<file path="config.mk">
export PLATFORM = sky130hd
export DESIGN_NAME = eth10base_t_tx_framer
export DESIGN_NICKNAME = d
export VERILOG_FILES = /design/src/rtl/eth10base_t_tx_framer.sv
export SDC_FILE = /design/constraint.sdc
export NUM_CORES = 1
export LEC_CHECK = 0
export CORE_AREA = 10 10 117 92
export CTS_CLUSTER_DIAMETER = 120
export DETAILED_ROUTE_END_ITERATION = 6
export DIE_AREA = 0 0 127 102
export PLACE_DENSITY = 0.66
export SYNTH_ARGS = -nofsm -noshare
export SYNTH_HDL_FRONTEND = slang
export SYNTH_SLANG_ARGS = --single-unit
</file>
<file path="constraint.sdc">
create_clock -name clk -period 3.3 [get_ports clk]
set_input_delay 0.66 -clock clk [delete_from_list [all_inputs] [get_ports clk]]
set_output_delay 0.66 -clock clk [all_outputs]
set_load 0.1 [all_outputs]
</file>
<file path="src/rtl/eth10base_t_tx_framer.sv">
// 10BASE-T transmit framer: preamble/SFD insertion, LSB-first Manchester encoding,
// TP_IDL frame close and Normal Link Pulses while idle.
module eth10base_t_tx_framer #(
   parameter int unsigned CLK_DIV        = 1,
   parameter int unsigned PREAMBLE_BYTES = 7,
   parameter int unsigned TPIDL_HALFBITS = 4,
   parameter int unsigned NLP_PERIOD     = 160000,
   parameter int unsigned NLP_HALFBITS   = 2
) (
   input  logic       clk,
   input  logic       rst_n,
   input  logic [7:0] tx_data,
   input  logic       tx_valid,
   input  logic       tx_last,
   output logic       tx_ready,
   output logic       Txp,
   output logic       Txn,
   output logic       tx_busy,
   output logic       tx_underrun
);

   // state | meaning
   // IDLE  | lines 0/0, NLP counter running, waiting for tx_valid
   // NLP   | link pulse, Txp=1 Txn=0 for NLP_HALFBITS ticks
   // PRE   | PREAMBLE_BYTES x 0x55
   // SFD   | 0xD5, first tx_ready on its last half-bit
   // DATA  | payload bytes from the handshake
   // TPIDL | Txp=1 Txn=0 for TPIDL_HALFBITS ticks
   typedef enum logic [2:0] {S_IDLE, S_NLP, S_PRE, S_SFD, S_DATA, S_TPIDL} state_t;

   localparam logic [7:0]  DIV_LAST   = 8'(CLK_DIV - 1);
   localparam logic [3:0]  PRE_LAST   = 4'(PREAMBLE_BYTES - 1);
   localparam logic [7:0]  TPIDL_LAST = 8'(TPIDL_HALFBITS - 1);
   localparam logic [7:0]  NLP_LAST   = 8'(NLP_HALFBITS - 1);
   localparam logic [19:0] NLP_MAX    = 20'(NLP_PERIOD - 1);

   state_t      state_q, state_d;
   logic [7:0]  div_cnt_q, div_cnt_d;
   logic [7:0]  half_q, half_d;
   logic [3:0]  byte_cnt_q, byte_cnt_d;
   logic [7:0]  shift_q, shift_d;
   logic        last_q, last_d;
   logic [7:0]  hold_byte_q, hold_byte_d;
   logic        hold_last_q, hold_last_d;
   logic        hold_vld_q, hold_vld_d;
   logic [19:0] nlp_cnt_q, nlp_cnt_d;
   logic        nlp_ph_q, nlp_ph_d;
   logic        txp_q, txp_d;
   logic        txn_q, txn_d;
   logic        tx_ready_q, tx_ready_d;
   logic        tx_busy_q, tx_busy_d;
   logic        tx_underrun_q, tx_underrun_d;

   logic        tick;
   logic        take;
   logic        enc_bit;

   always_comb begin
      tick          = (div_cnt_q == DIV_LAST);
      div_cnt_d     = tick ? 8'd0 : div_cnt_q + 8'd1;
      take          = tx_ready_q & tx_valid;
      state_d       = state_q;
      half_d        = half_q;
      byte_cnt_d    = byte_cnt_q;
      shift_d       = shift_q;
      last_d        = last_q;
      // The byte may be accepted on the tick edge itself (CLK_DIV=1), so the
      // tick logic below sees the handshake through the *_d view of the hold.
      hold_byte_d   = take ? tx_data : hold_byte_q;
      hold_last_d   = take ? tx_last : hold_last_q;
      hold_vld_d    = hold_vld_q | take;
      nlp_cnt_d     = nlp_cnt_q;
      nlp_ph_d      = nlp_ph_q;
      tx_ready_d    = 1'b0;
      tx_underrun_d = tx_ready_q & ~tx_valid;

      if (tick) begin
         case (state_q)
            S_IDLE: begin
               if (tx_valid) begin
                  state_d    = S_PRE;
                  half_d     = 8'd0;
                  byte_cnt_d = 4'd0;
                  shift_d    = 8'h55;
                  last_d     = 1'b0;
               end else if (nlp_ph_q && (nlp_cnt_q == NLP_MAX)) begin
                  state_d = S_NLP;
                  half_d  = 8'd0;
               end else begin
                  nlp_ph_d = ~nlp_ph_q;
                  if (nlp_ph_q && (nlp_cnt_q != NLP_MAX)) nlp_cnt_d = nlp_cnt_q + 20'd1;
               end
            end
            S_NLP, S_TPIDL: begin
               if (half_q == ((state_q == S_NLP) ? NLP_LAST : TPIDL_LAST)) begin
                  state_d   = S_IDLE;
                  nlp_cnt_d = 20'd0;
                  nlp_ph_d  = 1'b0;
               end else begin
                  half_d = half_q + 8'd1;
               end
            end
            default: begin
               if (half_q != 8'd15) begin
                  half_d = half_q + 8'd1;
                  if ((half_q == 8'd14) && ((state_q == S_SFD) || ((state_q == S_DATA) && !last_q)))
                     tx_ready_d = 1'b1;
               end else begin
                  half_d = 8'd0;
                  if (state_q == S_PRE) begin
                     if (byte_cnt_q == PRE_LAST) begin
                        state_d = S_SFD;
                        shift_d = 8'hD5;
                     end else begin
                        byte_cnt_d = byte_cnt_q + 4'd1;
                     end
                  end else if (hold_vld_d) begin
                     state_d    = S_DATA;
                     shift_d    = hold_byte_d;
                     last_d     = hold_last_d;
                     hold_vld_d = 1'b0;
                  end else begin
                     state_d = S_TPIDL;
                  end
               end
            end
         endcase
      end

      enc_bit = shift_d[half_d[3:1]];
      case (state_d)
         S_IDLE:         begin txp_d = 1'b0; txn_d = 1'b0; end
         S_NLP, S_TPIDL: begin txp_d = 1'b1; txn_d = 1'b0; end
         default: begin
            txp_d = half_d[0] ? enc_bit : ~enc_bit;
            txn_d = ~txp_d;
         end
      endcase
      tx_busy_d = (state_d != S_IDLE) && (state_d != S_NLP);
   end

   always_ff @(posedge clk or negedge rst_n) begin
      if (!rst_n) begin
         state_q       <= S_IDLE;
         div_cnt_q     <= 8'd0;
         half_q        <= 8'd0;
         byte_cnt_q    <= 4'd0;
         shift_q       <= 8'd0;
         last_q        <= 1'b0;
         hold_byte_q   <= 8'd0;
         hold_last_q   <= 1'b0;
         hold_vld_q    <= 1'b0;
         nlp_cnt_q     <= 20'd0;
         nlp_ph_q      <= 1'b0;
         txp_q         <= 1'b0;
         txn_q         <= 1'b0;
         tx_ready_q    <= 1'b0;
         tx_busy_q     <= 1'b0;
         tx_underrun_q <= 1'b0;
      end else begin
         state_q       <= state_d;
         div_cnt_q     <= div_cnt_d;
         half_q        <= half_d;
         byte_cnt_q    <= byte_cnt_d;
         shift_q       <= shift_d;
         last_q        <= last_d;
         hold_byte_q   <= hold_byte_d;
         hold_last_q   <= hold_last_d;
         hold_vld_q    <= hold_vld_d;
         nlp_cnt_q     <= nlp_cnt_d;
         nlp_ph_q      <= nlp_ph_d;
         txp_q         <= txp_d;
         txn_q         <= txn_d;
         tx_ready_q    <= tx_ready_d;
         tx_busy_q     <= tx_busy_d;
         tx_underrun_q <= tx_underrun_d;
      end
   end

   assign Txp         = txp_q;
   assign Txn         = txn_q;
   assign tx_ready    = tx_ready_q;
   assign tx_busy     = tx_busy_q;
   assign tx_underrun = tx_underrun_q;

endmodule
</file>
# ---- Yosys cells after proc, flatten, opt, wreduce, memory -nomap -nowiden
# Cells that the tools add are included.
dict set report op_classes {
  add_sub_neg 4
  order_cmp 1
  n_eq_ne 24
  n_mux 58
  bitwise_logic 8
  reduce_logical 23
}
# operator n
set ops {}
lappend ops {{$mux 8} 12}
lappend ops {{$mux 20} 4}
lappend ops {{$pmux 20 s2} 1}
lappend ops {{$pmux 8 s2} 2}
lappend ops {{$mux 3} 7}
lappend ops {{$add 20x1->20 const B} 1}
lappend ops {{$eq 20x18->1 const B} 1}
lappend ops {{$mux 1} 20}
lappend ops {{$mux 4} 5}
lappend ops {{$ne 20x18->1 const B} 1}
lappend ops {{$reduce_and 6->1} 3}
lappend ops {{$add 8x1->8 const B} 2}
lappend ops {{$ne 2x2->1 const B} 6}
lappend ops {{$eq 3x3->1 const B} 3}
lappend ops {{$eq 8x2->1} 1}
lappend ops {{$eq 8x4->1 const B} 1}
lappend ops {{$logic_not 8->1} 1}
lappend ops {{$ne 8x4->1 const B} 1}
lappend ops {{$pmux 4 s2} 1}
lappend ops {{$eq 3x1->1 const B} 2}
lappend ops {{$eq 3x2->1 const B} 2}
lappend ops {{$logic_not 3->1} 2}
lappend ops {{$ne 2x1->1 const B} 3}
lappend ops {{$pmux 1 s2} 3}
lappend ops {{other kinds (20)} 33}
dict set report word_totals {
  ff_bits 68
  inputBits 12
  out_inout_bits 5
  word_cells 135
}

# ---- Longest topological paths before layout
# Gate-level depths: netlist (run 1).
dict set report logic_depth {
  depth_word 13
  mapped_depth 13
  depth_no_buf 11
}

# ---- Worst setup path before layout (run 1)
# No wires, ideal clock.
dict set report synth_path {
  path_kind {flip-flop to flip-flop}
  startpoint {reg tx_ready_q, in the netlist tx_ready}
  endpoint {reg txp_q, in the netlist Txp}
  setup_time_ns 0.065
  arrival_ns 2.980
  required_ns 3.235
  path_slack_ns 0.256
  path_stages_with_launch 10
  path_buffers 0
  period_less_slack_ns 3.044
  cell_sequence {dfrtp_1 > a21oi_1 > nor4_4 > a2111oi_0 > o22a_1 > mux2_2 > mux2_2 > mux2i_1 > mux2i_1 > o21a_1}
}
dict set report synth_between {
  elab_chain_cells 12
  word_cells_on_any_way 22
  classes_between {eq/ne (2); mux (15); bitwise (3); reduce/logical (2)}
}
# element line_no
set synth_lines {}
lappend synth_lines {{start, declared} 50} ;# logic tx_ready_q, tx_ready_d;
lappend synth_lines {{start signal, assigned} 174} ;# tx_ready_q <= tx_ready_d;
lappend synth_lines {{$and 1x1->1 *} 61} ;# take = tx_ready_q & tx_valid;
lappend synth_lines {{$mux 8 / $or 1x1->1 (equally long branches)} {69, 71}}
lappend synth_lines {{$mux 8 *} 117} ;# end else if (hold_vld_d) begin
lappend synth_lines {{$mux 8 *} 110} ;# if (state_q == S_PRE) begin
lappend synth_lines {{$mux 8 *} 104} ;# if (half_q != 8'd15) begin
lappend synth_lines {{$pmux 8 s2 *} 78} ;# case (state_q)
lappend synth_lines {{$mux 8 *} 77} ;# if (tick) begin
lappend synth_lines {{named net shift_d[1]} 41} ;# logic [7:0] shift_q, shift_d;
lappend synth_lines {{$bmux 1 s3 *} 130} ;# enc_bit = shift_d[half_d[3:1]];
lappend synth_lines {{$mux 1 (implied by the code) *} 130}
lappend synth_lines {{$not 1->1} 135} ;# txp_d = half_d[0] ? enc_bit : ~enc_bit;
lappend synth_lines {{$mux 1 *} 135}
lappend synth_lines {{$pmux 1 s2 *} 131} ;# case (state_d)
lappend synth_lines {{named net txp_d} 48} ;# logic txp_q, txp_d;
lappend synth_lines {{end signal, assigned} 172} ;# txp_q <= txp_d;
lappend synth_lines {{end, declared} 48}
# Mark *: on every way through the listed nets, which the timed path passes. The rest lies on a longest branch. The select of a mux whose other input is x is not followed.
# A chain may end at the register's enable or synchronous reset.

# ---- Worst setup path in the final report (run 1)
dict set report layout_path {
  startpoint {in tx_valid}
  endpoint {reg txp_q, in the netlist Txp}
}
dict set report layout_between {
  elab_chain_cells 12
  word_cells_on_any_way 27
  classes_between {eq/ne (2); mux (20); bitwise (3); reduce/logical (2)}
}
# element line_no
set layout_lines {}
lappend layout_lines {{start, declared} 13} ;# input logic tx_valid,
lappend layout_lines {{$and 1x1->1} 61}
lappend layout_lines {{$mux 8 / $or 1x1->1 (equally long branches)} {69, 71}}
lappend layout_lines {{$mux 8} 117}
lappend layout_lines {{$mux 8} 110}
lappend layout_lines {{$mux 8} 104}
lappend layout_lines {{$pmux 8 s2 *} 78}
lappend layout_lines {{$mux 8 *} 77}
lappend layout_lines {{named net shift_d[3]} 41}
lappend layout_lines {{$bmux 1 s3 *} 130}
lappend layout_lines {{$mux 1 (implied by the code) *} 130}
lappend layout_lines {{$not 1->1} 135}
lappend layout_lines {{$mux 1 *} 135}
lappend layout_lines {{$pmux 1 s2 *} 131}
lappend layout_lines {{named net txp_d} 48}
# Marked as above.

==> results of run 1 <==
-- cell type report --
type	instances	share of cell area (%)
Clock buffer	12	5.52
Tap cell	108	3.03
Multi-Input combinational cell	284	43.3
Clock inverter	4	1.63
Inverter	13	1.09
Timing Repair Buffer	39	7.34
Sequential cell	68	38.1
-- metrics by stage --
stage               instance area [µm²]  total power, mW  instances
floorplan                          3740             2.00        377
global placement                   4130             2.27        512
detailed placement                 4130             2.31        512
CTS                                4450             3.36        528
global route                       4460             3.53        528
finish                             4460             3.34        528
-- cells by family (layout without fill, tap and decap cells) --
family,after synthesis,count (layout),synth area share (%)
xor gates and xnor gates,17,17,3.99
AOI/OAI and AO/OA,93,93,17.2
and+or+nand+nor,150,150,22.9
buffers and inverters,25,68,3.15
adders and majority gates,7,7,2.34
DFF,68,68,45.5
muxes,17,17,4.86
-- sequential cells by signal, indices dropped and copies added, names as in the netlist --
name and flops:
last_q 1, nlp_ph_q 1, nlp_cnt_q 20, byte_cnt_q 4
state_q 3, hold_vld_q 1, div_cnt_q 8, half_q 8
hold_byte_q 8, tx_busy 1, Txn 1, shift_q 8
hold_last_q 1, tx_ready 1, tx_underrun 1, Txp 1
-- worst max-delay path: stages --
cell	delay (ns)
clkdlybuf4s50_1	0.52
buf_4	0.20
nand2_2	0.16
mux2i_1	0.35
a2111oi_0	0.16
o22a_1	0.25
mux2_2	0.27
mux2_2	0.26
mux2i_1	0.18
mux2i_1	0.25
o21a_1	0.15
-- layout by cell type, fill, tap and decap left out, types with 3 or more instances in the layout --
cell	count
dfrtp_1	68
nor2_1	29
nand2_1	27
buf_4	27
a21oi_1	17
nand3_1	17
o21ai_0	16
inv_1	13
and3_1	12
nor3_1	10
xor2_1	10
clkdlybuf4s50_1	10
mux2_2	9
o21ai_1	9
clkbuf_16	9
nor4_1	8
mux2i_1	7
a31oi_1	7
nor2b_1	7
xnor2_1	7
o31ai_1	7
ha_1	7
o22ai_1	5
o41ai_1	5
nand4_1	4
or2_2	3
a2111oi_0	3
o22a_1	3
or3_1	3
o21a_1	3
nand2b_1	3
-- final timing paths --
path,start,to,slack (ns),cells past startpoint
setup / recovery,tx_valid,Txp,0.14,11
hold / removal,rst_n,byte_cnt_q[0],0.33,2
min in group clk,shift_q[7],shift_q[7],0.50,1
max in group asynchronous,rst_n,div_cnt_q[5],2.67,2
hold reg to reg,shift_q[7],shift_q[7],0.50,1
setup reg to reg,half_q[1],Txp,0.22,10
-- what timing repair did --
item / 4_1_cts / 5_1_grt
setup buffers: 0 / 0
endpoints found under the setup margin: 0 / 1
gates resized for setup: 0 / 2
-- routing by layer --
metal,vias up,GRT usage [%],routed length (µm)
met5,-,0,0
met4,0,3.41,71
met3,5,4.60,513
met2,73,20.2,3700
met1,1485,19.8,4420
li1,1465,-,-
-- where the power goes --
| part | total [mW] | leakage [nW] | internal [mW] | switching (mW) |
|---|---|---|---|---|
| combinational | 1.15 | 0.953 | 0.485 | 0.668 |
| sequential | 1.16 | 0.870 | 0.981 | 0.174 |
| clock | 1.04 | 0.153 | 0.681 | 0.355 |
==> run summary, run 1 <==
period utilization: 95.8%
Synth top cells by count: dfrtp_1 (68), nor2_1 (29), nand2_1 (27)
CP Capture Type: flip-flop
CP max FO: 7
Pre-antenna DRT Iters: 5
hold_ws: 0.333 ns
# diodes: 0
Layout area overhead: 19.5%
max-cap violations: 0
CTS Buffer Depth: 2
PortBufs: 16
CTS H-tree lvls: 3
antenna violations before repair: 0
clock slew at reported path FFs: 0.05 ns
mapped cell area: 3740 µm²
ys async rst share: 100%
Via Count: 3028
Tot GR Track Use: 14.0%
mean area per synthesized cell: 9.91 µm²
YS warnings: 0
largest net degree at the start of global routing: 69
Via density: 5.73
worst skew pair latency: 0.34 ns
Synth area leaders: dfrtp_1 (46%), nor2_1 (2.9%), mux2_2 (2.7%), nand2_1 (2.7%), ha_1 (2.3%)
fin util: 53.0%
Top FF cell, synth: dfrtp_1
TritonCTS Buffers: 9
routed len/inst: 16.5 µm
DP HPWL: 6.27 mm
Synth cell types: 67
Final Hold Vio Count: 0
worst path required time: 3.57 ns
Worst Clk Skew: 0.00606 ns
status: complete, no violations
Ports: 17
Die ar.: 13000 µm²
Chip Width: 127 µm
gr ovfl total: 0
Post-synth EDFFs: 0
Static Leak: 1.98 nW
peak supply drop: 0.802 mV
Setup TNS Final: 0 ns
share of cells above drive strength 1: 18.6%
Fmax: 316 MHz
vias in the first global route: 2902
CP Data Arrival Time: 3.43 ns
critical path class: input pin to flip-flop
worst min-delay path class: input pin to asynchronous set/reset pin
hold_buf cts: 0
CTS tree: built
filler instances: 768
first-pass GRT wire length: 14.8 mm
synthesized net count: 396
Placer Congestion: 0.852
initial core utilization: 44.4%
Die Ht: 102 µm
Startpoint Class: input pin
Final min period: 3.16 ns
WL final: 8.70 mm
Worst Setup Slack, final: 0.138 ns
unrepaired setup endpoints after global routing: no
nets: 434
Yosys top cell by area: dfrtp_1
CTS Sinks: 68
count leader, synth: dfrtp_1
core area: 8420 µm²
Synth Register Bits: 68
row count: 29
Slew headroom: 58.4%
P per Cell Area: 749 nW/µm²
Synth top area share: 45.5%
clk root buf: clkbuf_16
antenna viol nets, final: 0
worst slew pin tran: 0.625 ns
Place WS: -0.193 ns
setup violators final: 0
register area: 1700 µm²
Mapped Cells: 377
initial drt markers: 276
Pins Over Slew Limit: 0
Multi-input gate area: 1930 µm²
register area share after synthesis: 45.5%
Residual DRC: 0
No activity file was read; power rests on OpenSTA's default activity.
==> inputs of run 2 (changes only) <==
--- a/config.mk
+++ b/config.mk
@@ -10,6 +10,7 @@
 export DETAILED_ROUTE_END_ITERATION = 6
 export DIE_AREA = 0 0 127 102
 export PLACE_DENSITY = 0.66
+export REMOVE_ABC_BUFFERS = 1
 export SYNTH_ARGS = -nofsm -noshare
 export SYNTH_HDL_FRONTEND = slang
 export SYNTH_SLANG_ARGS = --single-unit
==> run 2 against run 1 <==
Clock skew decreased by 0.00065 ns. Fmax rose by 1.8%. Register-to-register slack improved by 0.07 ns. Clock power is 8% higher. Utilization is 0.10 points higher. Non-clock buffer count fell by 2. Combinational power hardly changed. First-iteration DRC count shrank 7.2%. Final cell count down 0.38%. Via count shrank 0.76%. Sequential power is essentially flat. Cell area rose by 0.20%.
==> run summary, run 2 (synthesized netlist as in run 1, its figures left out) <==
status: complete, no violations
Residual DRC: 0 (unchanged)
core area: 8420 µm² (unchanged)
row count: 29 (unchanged)
Final min period: 3.11 ns (-0.0565 ns)
Pins Over Slew Limit: 0 (unchanged)
initial core utilization: 44.4% (unchanged)
WL final: 8.52 mm (-2.0%)
unrepaired setup endpoints after global routing: no
Layout area overhead: 19.7%
max reg flops: 20 (unchanged)
CTS Sinks: 68 (unchanged)
Pre-antenna DRT Iters: 5 (unchanged)
Slew headroom: 50.5% (-7.9 points)
share of cells above drive strength 1: 18.7% (+0.089 points)
first-pass GRT wire length: 14.1 mm (-4.4%)
Tot GR Track Use: 13.6% (-0.49 points)
Power, Total: 3.44 mW (+3.0%)
nets: 432 (-0.46%)
# diodes: 0 (unchanged)
clock slew at reported path FFs: 0.06 ns (about the same)
setup violators final: 0 (unchanged)
Worst Clk Skew: 0.00541 ns (-0.000645 ns)
vias in the first global route: 2767 (-4.7%)
Placer Congestion: 0.883 (+3.7%)
CTS H-tree lvls: 3 (unchanged)
Ports: 17 (unchanged)
antenna violations before repair: 0 (unchanged)
gr ovfl total: 0 (unchanged)
CP Data Arrival Time: 3.38 ns (-0.05 ns)
register bank with the most flops: nlp_cnt_q
CP max FO: 6 (-1)
Multi-input gate area: 1920 µm² (-0.39%)
Via density: 5.71 (-0.38%)
Fmax: 322 MHz (+1.8%)
Static Leak: 1.99 nW (+0.86%)
worst skew pair latency: 0.33 ns (about the same)
Via Count: 3005 (-0.76%)
DP HPWL: 6.12 mm (-2.3%)
routed len/inst: 16.2 µm (-1.7%)
register area: 1700 µm² (unchanged)
worst slew pin tran: 0.743 ns (+0.118 ns)
filler instances: 795 (+3.5%)
CP Capture Type: flip-flop
commonest non-fill, non-tap cell in the layout: dfrtp_1
P per Cell Area: 770 nW/µm² (+2.8%)
Final Hold Vio Count: 0 (unchanged)
CTS Buffer Depth: 2 (unchanged)
R2R Setup Slk: 0.29 ns (+0.07 ns)
antenna viol nets, final: 0 (unchanged)
worst min-delay path class: input pin to asynchronous set/reset pin
PortBufs: 16 (unchanged)
fin cells: 526 (-0.38%)
commonest cells after routing, fill and taps aside: dfrtp_1 (68), nor2_1 (29), nand2_1 (27)
peak supply drop: 0.713 mV (-11%)
clk root buf: clkbuf_16
TritonCTS Buffers: 9 (unchanged)
worst path required time: 3.57 ns (about the same)
Chip Width: 127 µm (unchanged)
Startpoint Class: input pin
CTS tree: built
period utilization: 94.1% (-1.7 points)
initial drt markers: 256 (-7.2%)
Die Ht: 102 µm (unchanged)
Die ar.: 13000 µm² (unchanged)
largest net degree at the start of global routing: 38 (-45%)
critical path class: input pin to flip-flop
max-cap violations: 0 (unchanged)
placed cell count: 510 (-0.39%)
run 2: metal layers:
layer / global-route usage [%] / routed length, µm / up-vias
met5: 0 / 0 / -
met4: 4.19 / 40 / 0
met3: 5.43 / 605 / 4
met2: 18.9 / 3530 / 74
met1: 18.7 / 4350 / 1465
li1: - / - / 1462
run 2: cell type report:
| cell class | count | area share (%) |
|---|---|---|
| well taps | 108 | 3.02 |
| inverters | 13 | 1.09 |
| flip-flops and latches | 68 | 38.0 |
| multi-input cells | 284 | 43.0 |
| clock inverters | 6 | 2.49 |
| clock buffers | 10 | 5.34 |
| repair buffers | 37 | 6.99 |
run 2: through the flow:
| stage | area [µm²] | worst slack (ns) | hold slack (ns) | TNS [ns] | utilization, % |
|---|---|---|---|---|---|
| 2_1_floorplan | 3670 | 0.251 | 0.364 | 0 | - |
| 3_3_place_gp | 4120 | -0.110 | 0.477 | -0.205 | 48.9 |
| 3_5_place_dp | 4120 | -0.191 | 0.473 | -0.373 | 48.9 |
| 4_1_cts | 4470 | 0.0827 | 0.410 | 0 | 53.0 |
| 5_1_grt | 4470 | 0.0395 | 0.447 | 0 | 53.1 |
| 6_report | 4470 | 0.195 | 0.391 | 0 | 53.1 |
run 2: critical path, cell delays in order:
cell             delay [ns]
clkdlybuf4s50_1        0.51
buf_4                  0.19
nand2_2                0.16
buf_4                  0.16
mux2_2                 0.37
o41ai_2                0.24
o21ai_1                0.15
mux2i_1                0.22
mux2i_1                0.12
mux2i_1                0.19
mux2i_1                0.25
o21a_1                 0.15
run 2: repair_timing:
| item | 4_1_cts | 5_1_grt |
|---|---|---|
| endpoints found under the setup margin | 0 | 2 |
| gates resized for setup | 0 | 2 |
| hold buffers | 0 | 0 |
| setup buffers | 0 | 0 |
run 2: power breakdown:
part,switching (mW),leakage (nW),total (mW),internal (mW)
clock,0.358,0.169,1.12,0.758
combinational,0.692,0.954,1.18,0.490
sequential,0.165,0.870,1.15,0.982
run 2: final timing paths:
| kind | start | to | depth (start not counted) |
|---|---|---|---|
| worst min register to register | shift_q[3] | shift_q[3] | 1 |
| max in group asynchronous | rst_n | hold_last_q | 2 |
| worst max-delay path | tx_valid | Txp | 12 |
| worst max register to register | half_q[5] | Txp | 9 |
| worst min-delay path | rst_n | Txn | 1 |
| min in group clk | shift_q[3] | shift_q[3] | 1 |
